File: config.mk
export PLATFORM = sky130hd
export DESIGN_NAME = cpu_mc
export DESIGN_NICKNAME = d
export VERILOG_FILES = /design/src/rtl/cpu_mc.sv
export SDC_FILE = /design/constraint.sdc
export NUM_CORES = 1
export LEC_CHECK = 0
export CAP_MARGIN = 0
export CORE_MARGIN = 4
export CORE_UTILIZATION = 50
export CTS_CLUSTER_SIZE = 12
export DETAILED_ROUTE_END_ITERATION = 6
export PLACE_DENSITY_LB_ADDON = 0.3
export REMOVE_ABC_BUFFERS = 1
export SLEW_MARGIN = 20
export SYNTH_ARGS = -nofsm -noshare
export SYNTH_HDL_FRONTEND = slang
export SYNTH_SLANG_ARGS = --single-unit
File: constraint.sdc
create_clock -name clk -period 4.4 [get_ports clk]
set_clock_uncertainty 0.15 [all_clocks]
set_input_delay 0.88 -clock clk [delete_from_list [all_inputs] [get_ports clk]]
set_output_delay 0.88 -clock clk [all_outputs]
set_load 0.005 [all_outputs]
File: src/rtl/cpu_mc.sv
// cpu_mc: multicycle 8-register CPU with a stallable, split-response memory port.
// One instruction is in flight at a time: fetch, wait for the instruction word,
// execute, then an optional memory phase for ld/st.
//
// Ports:
//   clk, reset           clock; asynchronous active-low reset
//   o_mem_addr/rd/wr     request address and strobes, held until waitrequest=0
//   o_mem_wrdata         store data
//   i_mem_waitrequest    1 = request not accepted this cycle
//   i_mem_rddata/valid   read response, one or more cycles after acceptance
//   o_pc, o_retire       current PC; one-cycle pulse per completed instruction
//   o_flags              {N,Z}
//
// state  | meaning
// FETCH  | instruction read request at PC
// WAIT_I | waiting for instruction word
// EXEC   | decode/execute; ALU and jumps retire here
// MEM    | ld/st request at Ry
// WAIT_D | waiting for ld data
module cpu_mc #(
  parameter int              DW       = 16,
  parameter int              AW       = 16,
  parameter logic [AW-1:0]   RESET_PC = '0
) (
  input  logic          clk,
  input  logic          reset,
  output logic [AW-1:0] o_mem_addr,
  output logic          o_mem_rd,
  output logic          o_mem_wr,
  output logic [DW-1:0] o_mem_wrdata,
  input  logic          i_mem_waitrequest,
  input  logic [DW-1:0] i_mem_rddata,
  input  logic          i_mem_rddatavalid,
  output logic [AW-1:0] o_pc,
  output logic          o_retire,
  output logic [1:0]    o_flags
);

  typedef enum logic [2:0] {FETCH, WAIT_I, EXEC, MEM, WAIT_D} state_t;

  state_t        state, state_nxt;
  logic [AW-1:0] pc, pc_nxt;
  logic [15:0]   ir;
  logic          ir_load;
  logic [DW-1:0] rf [8];
  logic          flag_n, flag_z, flag_we;
  logic [DW-1:0] flag_res;
  logic          rf_we;
  logic [2:0]    rf_waddr;
  logic [DW-1:0] rf_wdata;
  logic          retire;

  logic [3:0]    op;
  logic          imm_form;
  logic [2:0]    rx, ry;
  logic [DW-1:0] rx_val, ry_val, opb, imm8_sx, add_res, sub_res, mvhi_res;
  logic [AW-1:0] pc_inc, jofs, jtarget;
  logic          is_ld, is_st;

  assign op       = ir[3:0];
  assign imm_form = ir[4];
  assign rx       = ir[7:5];
  assign ry       = ir[10:8];
  assign rx_val   = rf[rx];
  assign ry_val   = rf[ry];
  assign imm8_sx  = DW'($signed(ir[15:8]));
  assign opb      = imm_form ? imm8_sx : ry_val;
  assign add_res  = rx_val + opb;
  assign sub_res  = rx_val - opb;
  assign is_ld    = (op == 4'd4) && !imm_form;
  assign is_st    = (op == 4'd5) && !imm_form;

  // imm11 is a halfword offset, so the sign-extended byte offset is imm11*2.
  assign jofs     = AW'($signed({ir[15:5], 1'b0}));
  assign pc_inc   = pc + AW'(2);
  assign jtarget  = imm_form ? (pc_inc + jofs) : {rx_val[AW-1:1], 1'b0};

  always_comb begin
    mvhi_res        = rx_val;
    mvhi_res[15:8]  = ir[15:8];
  end

  always_comb begin
    state_nxt = state;
    pc_nxt    = pc;
    ir_load   = 1'b0;
    rf_we     = 1'b0;
    rf_waddr  = rx;
    rf_wdata  = '0;
    flag_we   = 1'b0;
    flag_res  = '0;
    retire    = 1'b0;
    case (state)
      FETCH: if (!i_mem_waitrequest) state_nxt = WAIT_I;
      WAIT_I: begin
        if (i_mem_rddatavalid) begin
          ir_load   = 1'b1;
          state_nxt = EXEC;
        end
      end
      EXEC: begin
        if (is_ld || is_st) begin
          state_nxt = MEM;
        end else begin
          state_nxt = FETCH;
          retire    = 1'b1;
          pc_nxt    = pc_inc;
          case (op)
            4'd0: begin rf_we = 1'b1; rf_wdata = opb; end
            4'd1: begin rf_we = 1'b1; rf_wdata = add_res; flag_we = 1'b1; flag_res = add_res; end
            4'd2: begin rf_we = 1'b1; rf_wdata = sub_res; flag_we = 1'b1; flag_res = sub_res; end
            4'd3: begin flag_we = 1'b1; flag_res = sub_res; end
            4'd6: if (imm_form) begin rf_we = 1'b1; rf_wdata = mvhi_res; end
            4'd8: pc_nxt = jtarget;
            4'd9: if (flag_z) pc_nxt = jtarget;
            4'd10: if (flag_n) pc_nxt = jtarget;
            4'd12: begin
              // Target is computed from the pre-write register file, so
              // "call R7" jumps through the old R7.
              pc_nxt   = jtarget;
              rf_we    = 1'b1;
              rf_waddr = 3'd7;
              rf_wdata = DW'(pc_inc);
            end
            default: ;
          endcase
        end
      end
      MEM: begin
        if (!i_mem_waitrequest) begin
          if (is_st) begin
            retire    = 1'b1;
            pc_nxt    = pc_inc;
            state_nxt = FETCH;
          end else begin
            state_nxt = WAIT_D;
          end
        end
      end
      WAIT_D: begin
        if (i_mem_rddatavalid) begin
          rf_we     = 1'b1;
          rf_wdata  = i_mem_rddata;
          pc_nxt    = pc_inc;
          retire    = 1'b1;
          state_nxt = FETCH;
        end
      end
      default: state_nxt = FETCH;
    endcase
  end

  always_ff @(posedge clk or negedge reset) begin
    if (!reset) begin
      state  <= FETCH;
      pc     <= RESET_PC;
      ir     <= '0;
      flag_n <= 1'b0;
      flag_z <= 1'b0;
      for (int i = 0; i < 8; i++) rf[i] <= '0;
    end else begin
      state <= state_nxt;
      pc    <= pc_nxt;
      if (ir_load) ir <= i_mem_rddata[15:0];
      if (rf_we) rf[rf_waddr] <= rf_wdata;
      if (flag_we) begin
        flag_n <= flag_res[DW-1];
        flag_z <= (flag_res == '0);
      end
    end
  end

  // Bus strobes are gated by reset so an abandoned request drops immediately.
  assign o_mem_rd     = reset && ((state == FETCH) || ((state == MEM) && is_ld));
  assign o_mem_wr     = reset && (state == MEM) && is_st;
  assign o_mem_addr   = !reset          ? '0 :
                        (state == FETCH) ? pc :
                        (state == MEM)   ? ry_val[AW-1:0] : '0;
  assign o_mem_wrdata = (reset && (state == MEM) && is_st) ? rx_val : '0;
  assign o_retire     = reset && retire;
  assign o_pc         = pc;
  assign o_flags      = {flag_n, flag_z};

endmodule

==> out/results.ini, run 1 <==
[clock_tree]
cts_tree=built
clk_pin_slew_ns=0.07
numCtsBuffers=17
cts_max_level=4
clockBufferDepth=2
clockRootBuffer=clkbuf_16
clk_latency_ns=0.44
cts_sinks=165

[hold_path]
hold_path_end=rf[106]$_DFFE_PN0P_
worstHoldPathCells=2
worstHoldPathType=flop to flop
holdCritStartpoint=rf[106]$_DFFE_PN0P_

[run]
cap_viol_max_count=0

[global_route]
grt_pass1_vias=11290
grt_start_max_net_pins=61
grt_antenna_before_repair=0
grt_pass1_wl_microns=64950
grt_util_all_layers_pct=31.21
grt_overflow=0

[critical_path]
path_max_fanout=8
worstReg2RegStart=ir[8]$_DFFE_PN0P_
rrSetupSlack_ns=0.01
path_class=flop to flop
required_ns=4.62
r2r_cells=17
timing.rr.end=rf[55]$_DFFE_PN0P_
crit_path_start_kind=flop
cp.arrival_ns=4.61
crit_path_end_kind=flop

[timing]
slew_viol_final=0
hold-worst-slack_ns=0.3571
tightestPinTransition_ns=1.123
fin_crit_sh_pct=99.76
rsz0062_at_grt=true
post-route-min-period_ns=4.390
finalSetupViolCount=0
slew_headroom_pct=25.13
layout_setup_ws_ns=0.01037
fmax_mhz=227.8
setup_tns_ns=0
hold_viol_final=0

[detailed_routing]
wl_per_cell_microns=24.06
drt_iter0_drc=1081
drtAntennaViolNets=0
dr.pass1.iters=6
vias=11380
routed_wl_microns=42630
routed_via_density=6.421
drcViolationCount=0

[logic_synthesis]
synthFlopType=dfrtp_1
yosysSeqAreaShare_pct=33.35
synth_cell_types=85
yosys_warnings=0
synth.top_cell.area_share_pct=33.35
synth_area_sq_um=12380
syn_area_per_cell_sq_um=10.13
yosys-top-cells-count=165 x dfrtp_1, 124 x mux2_2, 90 x nand2_1
synth-edff-count=0
synth_cells=1222
synth_seq_cells=165
synth_area_leader_cell=dfrtp_1
yosysMostFrequentCell=dfrtp_1
synthArstFlopShare_pct=100.0
synthTopCellsByArea=dfrtp_1 33%, mux4_2 12%, mux2_2 11%

[placed_design]
dpl.cell_count=1728
place.port_buffers=72
hpwl_microns=30900
dpl_worst_slack_ns=-0.2043
place.gp.congestion=0.9880

[final_layout]
fillers=1877
area_delta_synth_final_pct=28.78
fin_cells=1772
drive_above_1_share_pct=36.19
finalNetCount=1504
num_antenna_cells=0

[power_and_ir_drop]
p_leak_nw=7.144
max-vdd-ir-drop_mv=0.4091
total_power_mw=11.21
powerDensity_nw_per_um2=703.3

[die]
coreArea_sq_um=24320
row_count=57
dieWidth_microns=165.4
die_y_microns=165.4
dieArea_sq_um=27350
io_pins=73
start_util_pct=50.91

[status]
status=completed

==> cells in the final DEF (no fill, tap or decap), types with 10 or more instances in the layout <==
| master | instances |
|---|---|
| buf_4 | 197 |
| dfrtp_1 | 163 |
| mux2_2 | 112 |
| nand2_1 | 88 |
| nor2_1 | 83 |
| o21ai_0 | 72 |
| clkdlybuf4s50_1 | 71 |
| mux4_2 | 64 |
| a21oi_1 | 64 |
| inv_1 | 49 |
| ha_1 | 34 |
| xnor2_1 | 25 |
| nand3_1 | 22 |
| a21o_1 | 18 |
| clkbuf_16 | 17 |
| a22o_1 | 16 |
| mux2i_1 | 15 |
| o21ai_1 | 14 |
| mux2_4 | 13 |
| xor2_1 | 13 |
| a211oi_1 | 12 |
| and3_1 | 11 |
| nand2b_1 | 11 |
| nor2b_1 | 11 |
| nor3_1 | 11 |
| o211ai_1 | 11 |
| o21a_1 | 10 |
==> how the worst max path moves through the flow <==
| stage | startpoint | endpoint | depth (start not counted) |
|---|---|---|---|
| final | ir[8]$_DFFE_PN0P_ | rf[55]$_DFFE_PN0P_ | 17 |
| after global routing | ir[8]$_DFFE_PN0P_ | rf[119]$_DFFE_PN0P_ | 17 |
| after detailed placement | ir[5]$_DFFE_PN0P_ | rf[57]$_DFFE_PN0P_ | 16 |
| after CTS | ir[8]$_DFFE_PN0P_ | rf[121]$_DFFE_PN0P_ | 16 |
| after floorplan | ir[8]$_DFFE_PN0P_ | flag_z$_DFFE_PN0P_ | 15 |
| after global placement | ir[5]$_DFFE_PN0P_ | rf[25]$_DFFE_PN0P_ | 16 |
==> cell families after synthesis <==
| family | Yosys count | synth area share, % |
|---|---|---|
| buf+inv | 143 | 4.638 |
| fa+ha+maj | 49 | 5.133 |
| compound gates | 323 | 17.88 |
| mux | 209 | 24.74 |
| simple gates | 293 | 11.44 |
| flops | 165 | 33.35 |
| xor+xnor | 40 | 2.829 |
==> cell type report <==
| cell class | count | area [sq um] | share of cell area, % |
|---|---|---|---|
| timing repair buffer | 283 | 2420 | 15.18 |
| multi-input combinational | 914 | 8158 | 51.16 |
| clock buffer | 17 | 425.4 | 2.668 |
| sequential | 165 | 4131 | 25.91 |
| inverter | 54 | 202.7 | 1.271 |
| clock inverter | 15 | 202.7 | 1.271 |
| tap | 324 | 405.4 | 2.542 |
==> timing repair <==
item	in CTS	in global routing
endpoints found under the setup margin	57	81
hold buffers	0	0
resized for setup	23	85
pin swaps	3	39
buffers inserted	2	14
==> where the power goes <==
part | switching [mW] | internal (mW) | total, mW | leakage, nW
clock network | 0.723 | 0.876 | 1.60 | 0.306
registers | 0.472 | 1.81 | 2.28 | 2.23
logic | 3.84 | 3.50 | 7.33 | 4.61
total | 5.03 | 6.18 | 11.2 | 7.14
==> critical path: stages, from the launching register on <==
cell and delay (ns):
dfrtp_2 0.42, buf_12 0.14, mux4_2 0.50, mux2_4 0.31, mux2_4 0.31, ha_2 0.22, nor2b_4 0.11, o31a_1 0.20
o31ai_1 0.08, buf_4 0.15, a221oi_4 0.33, buf_6 0.16, nand2_2 0.04, buf_4 0.13, o22a_1 0.20, o211ai_1 0.47
a22o_4 0.24, mux2_2 0.17
==> registers in the layout, indices dropped and copies added, names as in the netlist <==
| register | flops |
|---|---|
| flag_n | 1 |
| flag_z | 1 |
| ir | 16 |
| o_pc | 16 |
| rf | 128 |
| state | 3 |
==> metal layers <==
metal  vias to the layer above  GRT usage [%]  wire, microns
met5                         -              0              0
met4                         0          13.31           1771
met3                       113          3.996           3379
met2                       598          50.48          20640
met1                      5663          42.57          16840
li1                       5004              -              -
==> through the flow <==
stage          util, %  cell area (sq um)
2_1_floorplan        -              12010
3_3_place_gp     60.55              14730
3_5_place_dp     60.55              14730
4_1_cts          63.57              15460
5_1_grt          65.57              15950
6_report         65.57              15950
(Power assumes the default switching activity.)
==> inputs of run 2 (changes only) <==
--- a/config.mk
+++ b/config.mk
@@ -6,7 +6,7 @@
 export NUM_CORES = 1
 export LEC_CHECK = 0
 export CAP_MARGIN = 0
-export CORE_MARGIN = 4
+export CORE_MARGIN = 2
 export CORE_UTILIZATION = 50
 export CTS_CLUSTER_SIZE = 12
 export DETAILED_ROUTE_END_ITERATION = 6
==> out/results.ini, run 2 (synthesis results as in run 1) <==
[status]
status=finished, violations left
violations=design-rule violations, negative setup slack

[critical_path]
cp_top_family=compound AO/OA/AOI/OAI gates
timing.rr.end=rf[45]$_DFFE_PN0P_
crit_chain=buf_6 > buf_6 > mux4_2 > mux2_4 > mux2i_1 > buf_4 > ha_4 > nor2b_2 > o31a_1 > buf_4 > o31ai_2 > buf_4 > a221oi_4 > buf_4 > a21o_1 > o211ai_1 > o221ai_2 > a22o_4 > mux2_2
crit_buf_inv=6  ; +2
rrSetupSlack_ns=-0.06  ; -0.07 ns
cp.depth=19  ; +2
r2r_cells=19  ; +2
crit_slowest_cell=mux4_2
required_ns=4.56  ; -0.06 ns
worstReg2RegStart=ir[8]$_DFFE_PN0P_
crit_path_start_kind=flop
path_common_cell=buf_4
crit_path_end_kind=flop
path_max_fanout=8  ; unchanged
cp.arrival_ns=4.62  ; about the same
cp-endpoint=rf[45]$_DFFE_PN0P_
path_class=flop to flop
critPathLaunch=ir[8]$_DFFE_PN0P_
critPathMaxStageDelay_ns=0.47  ; -0.03 ns

[clock_tree]
cts_sinks=165  ; unchanged
clk_latency_ns=0.43  ; about the same
clockRootBuffer=clkbuf_16
clockBufferDepth=2  ; unchanged
numCtsBuffers=17  ; unchanged
clk_pin_slew_ns=0.08  ; about the same
cts_hold_buf=0  ; unchanged
cts_tree=built
cts_max_level=4  ; unchanged

[final_layout]
drive_above_1_share_pct=38.18  ; +2.0 points
fillers=1834  ; -2.3%
top_register=rf
final_common_cell=buf_4
layout_common_cells=209 x buf_4, 162 x dfrtp_1, 102 x mux2_2, 89 x nand2_1, 83 x nor2_1
finalNetCount=1528  ; +1.6%
largest_reg_flops=128  ; unchanged
area_delta_synth_final_pct=32.07
final_util_pct=67.24  ; +1.7 points
final_cell_area_sq_um=16350  ; +2.6%
fin_cells=1796  ; +1.4%
num_antenna_cells=0  ; unchanged

[timing]
post-route-min-period_ns=4.456  ; +0.06633 ns
layout_setup_ws_ns=-0.05596  ; -0.06633 ns
fmax_mhz=224.4  ; -1.5%
tightestPinTransition_ns=1.057  ; -0.06572 ns
rsz0062_at_grt=true
setup_tns_ns=-0.3404  ; -0.3404 ns
finalSetupViolCount=9  ; +9
hold-worst-slack_ns=0.09784  ; -0.2592 ns
slew_headroom_pct=29.51  ; +4.4 points
hold_viol_final=0  ; unchanged
slew_viol_final=0  ; unchanged
fin_crit_sh_pct=101.3  ; +1.5 points

[hold_path]
worstHoldPathType=input port to async pin

[power_and_ir_drop]
power_frac_seq_pct=19.1  ; -1.2 points
switching_share_pct=44.24  ; -0.65 points
max-vdd-ir-drop_mv=0.4011  ; -2.0%
p_leak_nw=7.339  ; +2.7%
powerDensity_nw_per_um2=717.9  ; +2.1%
p_sw_mw=5.194  ; +3.2%
clockPowerShare_pct=13.6  ; -0.7 points
internal_power_mw=6.546  ; +5.9%
p_comb_share_pct=67.4  ; +2.0 points
total_power_mw=11.74  ; +4.7%

[detailed_routing]
route.met2.wl_microns=20170  ; -2.3%
routed_via_density=6.374  ; -0.73%
dr.pass1.iters=7  ; +1
dr_wl_met3_microns=3460  ; +2.4%
vias=11450  ; +0.62%
met1_length_microns=16860  ; +0.12%
routed_wl_microns=42300  ; -0.79%
drtAntennaViolNets=0  ; unchanged
drcViolationCount=5  ; +5
drt_iter0_drc=1076  ; -0.46%
top_layer=met4
wl_per_cell_microns=23.55  ; -2.1%

[placed_design]
placed_area_sq_um=14790  ; +0.46%
place.gp.congestion=0.9806  ; -0.75%
place.port_buffers=72  ; unchanged
dpl_worst_slack_ns=-0.2996  ; -0.09534 ns
dpl.cell_count=1733  ; +0.29%
hpwl_microns=30150  ; -2.4%

[run]
cap_viol_max_count=0  ; unchanged

[die]
die_y_microns=161.4  ; -2.4%
row_count=57  ; unchanged
coreArea_sq_um=24320  ; unchanged
dieWidth_microns=161.4  ; -2.4%
dieArea_sq_um=26040  ; -4.8%
io_pins=73  ; unchanged
start_util_pct=50.91  ; unchanged

[global_route]
grt_overflow=0  ; unchanged
grt_start_max_net_pins=68  ; +11%
grt_util_all_layers_pct=32.27  ; +1.1 points
grt_pass1_vias=11370  ; +0.68%
grt_antenna_before_repair=0  ; unchanged
grt_pass1_wl_microns=64380  ; -0.88%

-- run 2: cell types whose count changed in the layout (fill, tap and decap cells not counted), sizes merged --
cell,change
inv,-1
buf,+24
clkbuf,+1
-- run 2: worst register-to-register path: stages (launching register included) --
cell and delay, ns:
dfrtp_2 0.39, buf_6 0.13, buf_6 0.10, mux4_2 0.47
mux2_4 0.30, mux2i_1 0.17, buf_4 0.18, ha_4 0.21
nor2b_2 0.15, o31a_1 0.25, buf_4 0.16, o31ai_2 0.17
buf_4 0.16, a221oi_4 0.06, buf_4 0.16, a21o_1 0.18
o211ai_1 0.16, o221ai_2 0.19, a22o_4 0.32, mux2_2 0.28
-- run 2: worst min path at each step --
stage	start	end	slack, ns	cells after the start
finish	reset	state[1]$_DFFE_PN0P_	0.1	1
global route	reset	state[1]$_DFFE_PN0P_	0.08	1
CTS	reset	state[1]$_DFFE_PN0P_	0.09	1
detailed placement	rf[90]$_DFFE_PN0P_	rf[90]$_DFFE_PN0P_	0.34	2
global placement	rf[106]$_DFFE_PN0P_	rf[106]$_DFFE_PN0P_	0.33	2
floorplan	rf[17]$_DFFE_PN0P_	rf[17]$_DFFE_PN0P_	0.31	2
-- run 2: area by class of cell --
cell class	count	area (sq um)	area share, %
Clock buffer	18	439.2	2.686
Clock inverter	14	183.9	1.125
Inverter	54	205.2	1.255
Multi-Input combinational cell	914	8312	50.83
Sequential cell	165	4133	25.27
Tap cell	324	405.4	2.479
Timing Repair Buffer	307	2675	16.36
-- run 2: timing repair --
item / CTS / global route
gates resized for setup: 77 / 71
hold endpoints to repair: 0 / 0
setup buffers: 20 / 15
pin swaps: 26 / 40
setup endpoints to repair: 80 / 90
-- run 2: routing by layer --
layer  GRT usage [%]  up-vias
li1                -     5037
met1           42.43     5738
met2           51.85      555
met3           6.677      118
met4           14.37        0
met5               0        -
-- run 2: power by group through the flow --
stage	sequential [mW]	combinational, mW	clock [mW]
6_report	2.24	7.91	1.59
3_5_place_dp	2.25	6.67	0
3_3_place_gp	2.24	6.57	0
4_1_cts	2.21	7.30	1.59
2_1_floorplan	2.42	3.60	0
5_1_grt	2.27	8.40	1.66
==> inputs of run 3 (changes only) <==
--- a/config.mk
+++ b/config.mk
@@ -5,6 +5,7 @@
 export SDC_FILE = /design/constraint.sdc
 export NUM_CORES = 1
 export LEC_CHECK = 0
+export ABC_AREA = 0
 export CAP_MARGIN = 0
 export CORE_MARGIN = 2
 export CORE_UTILIZATION = 50
==> results of run 3 <==
Final layout, timing and power as in run 2 (identical DEF).
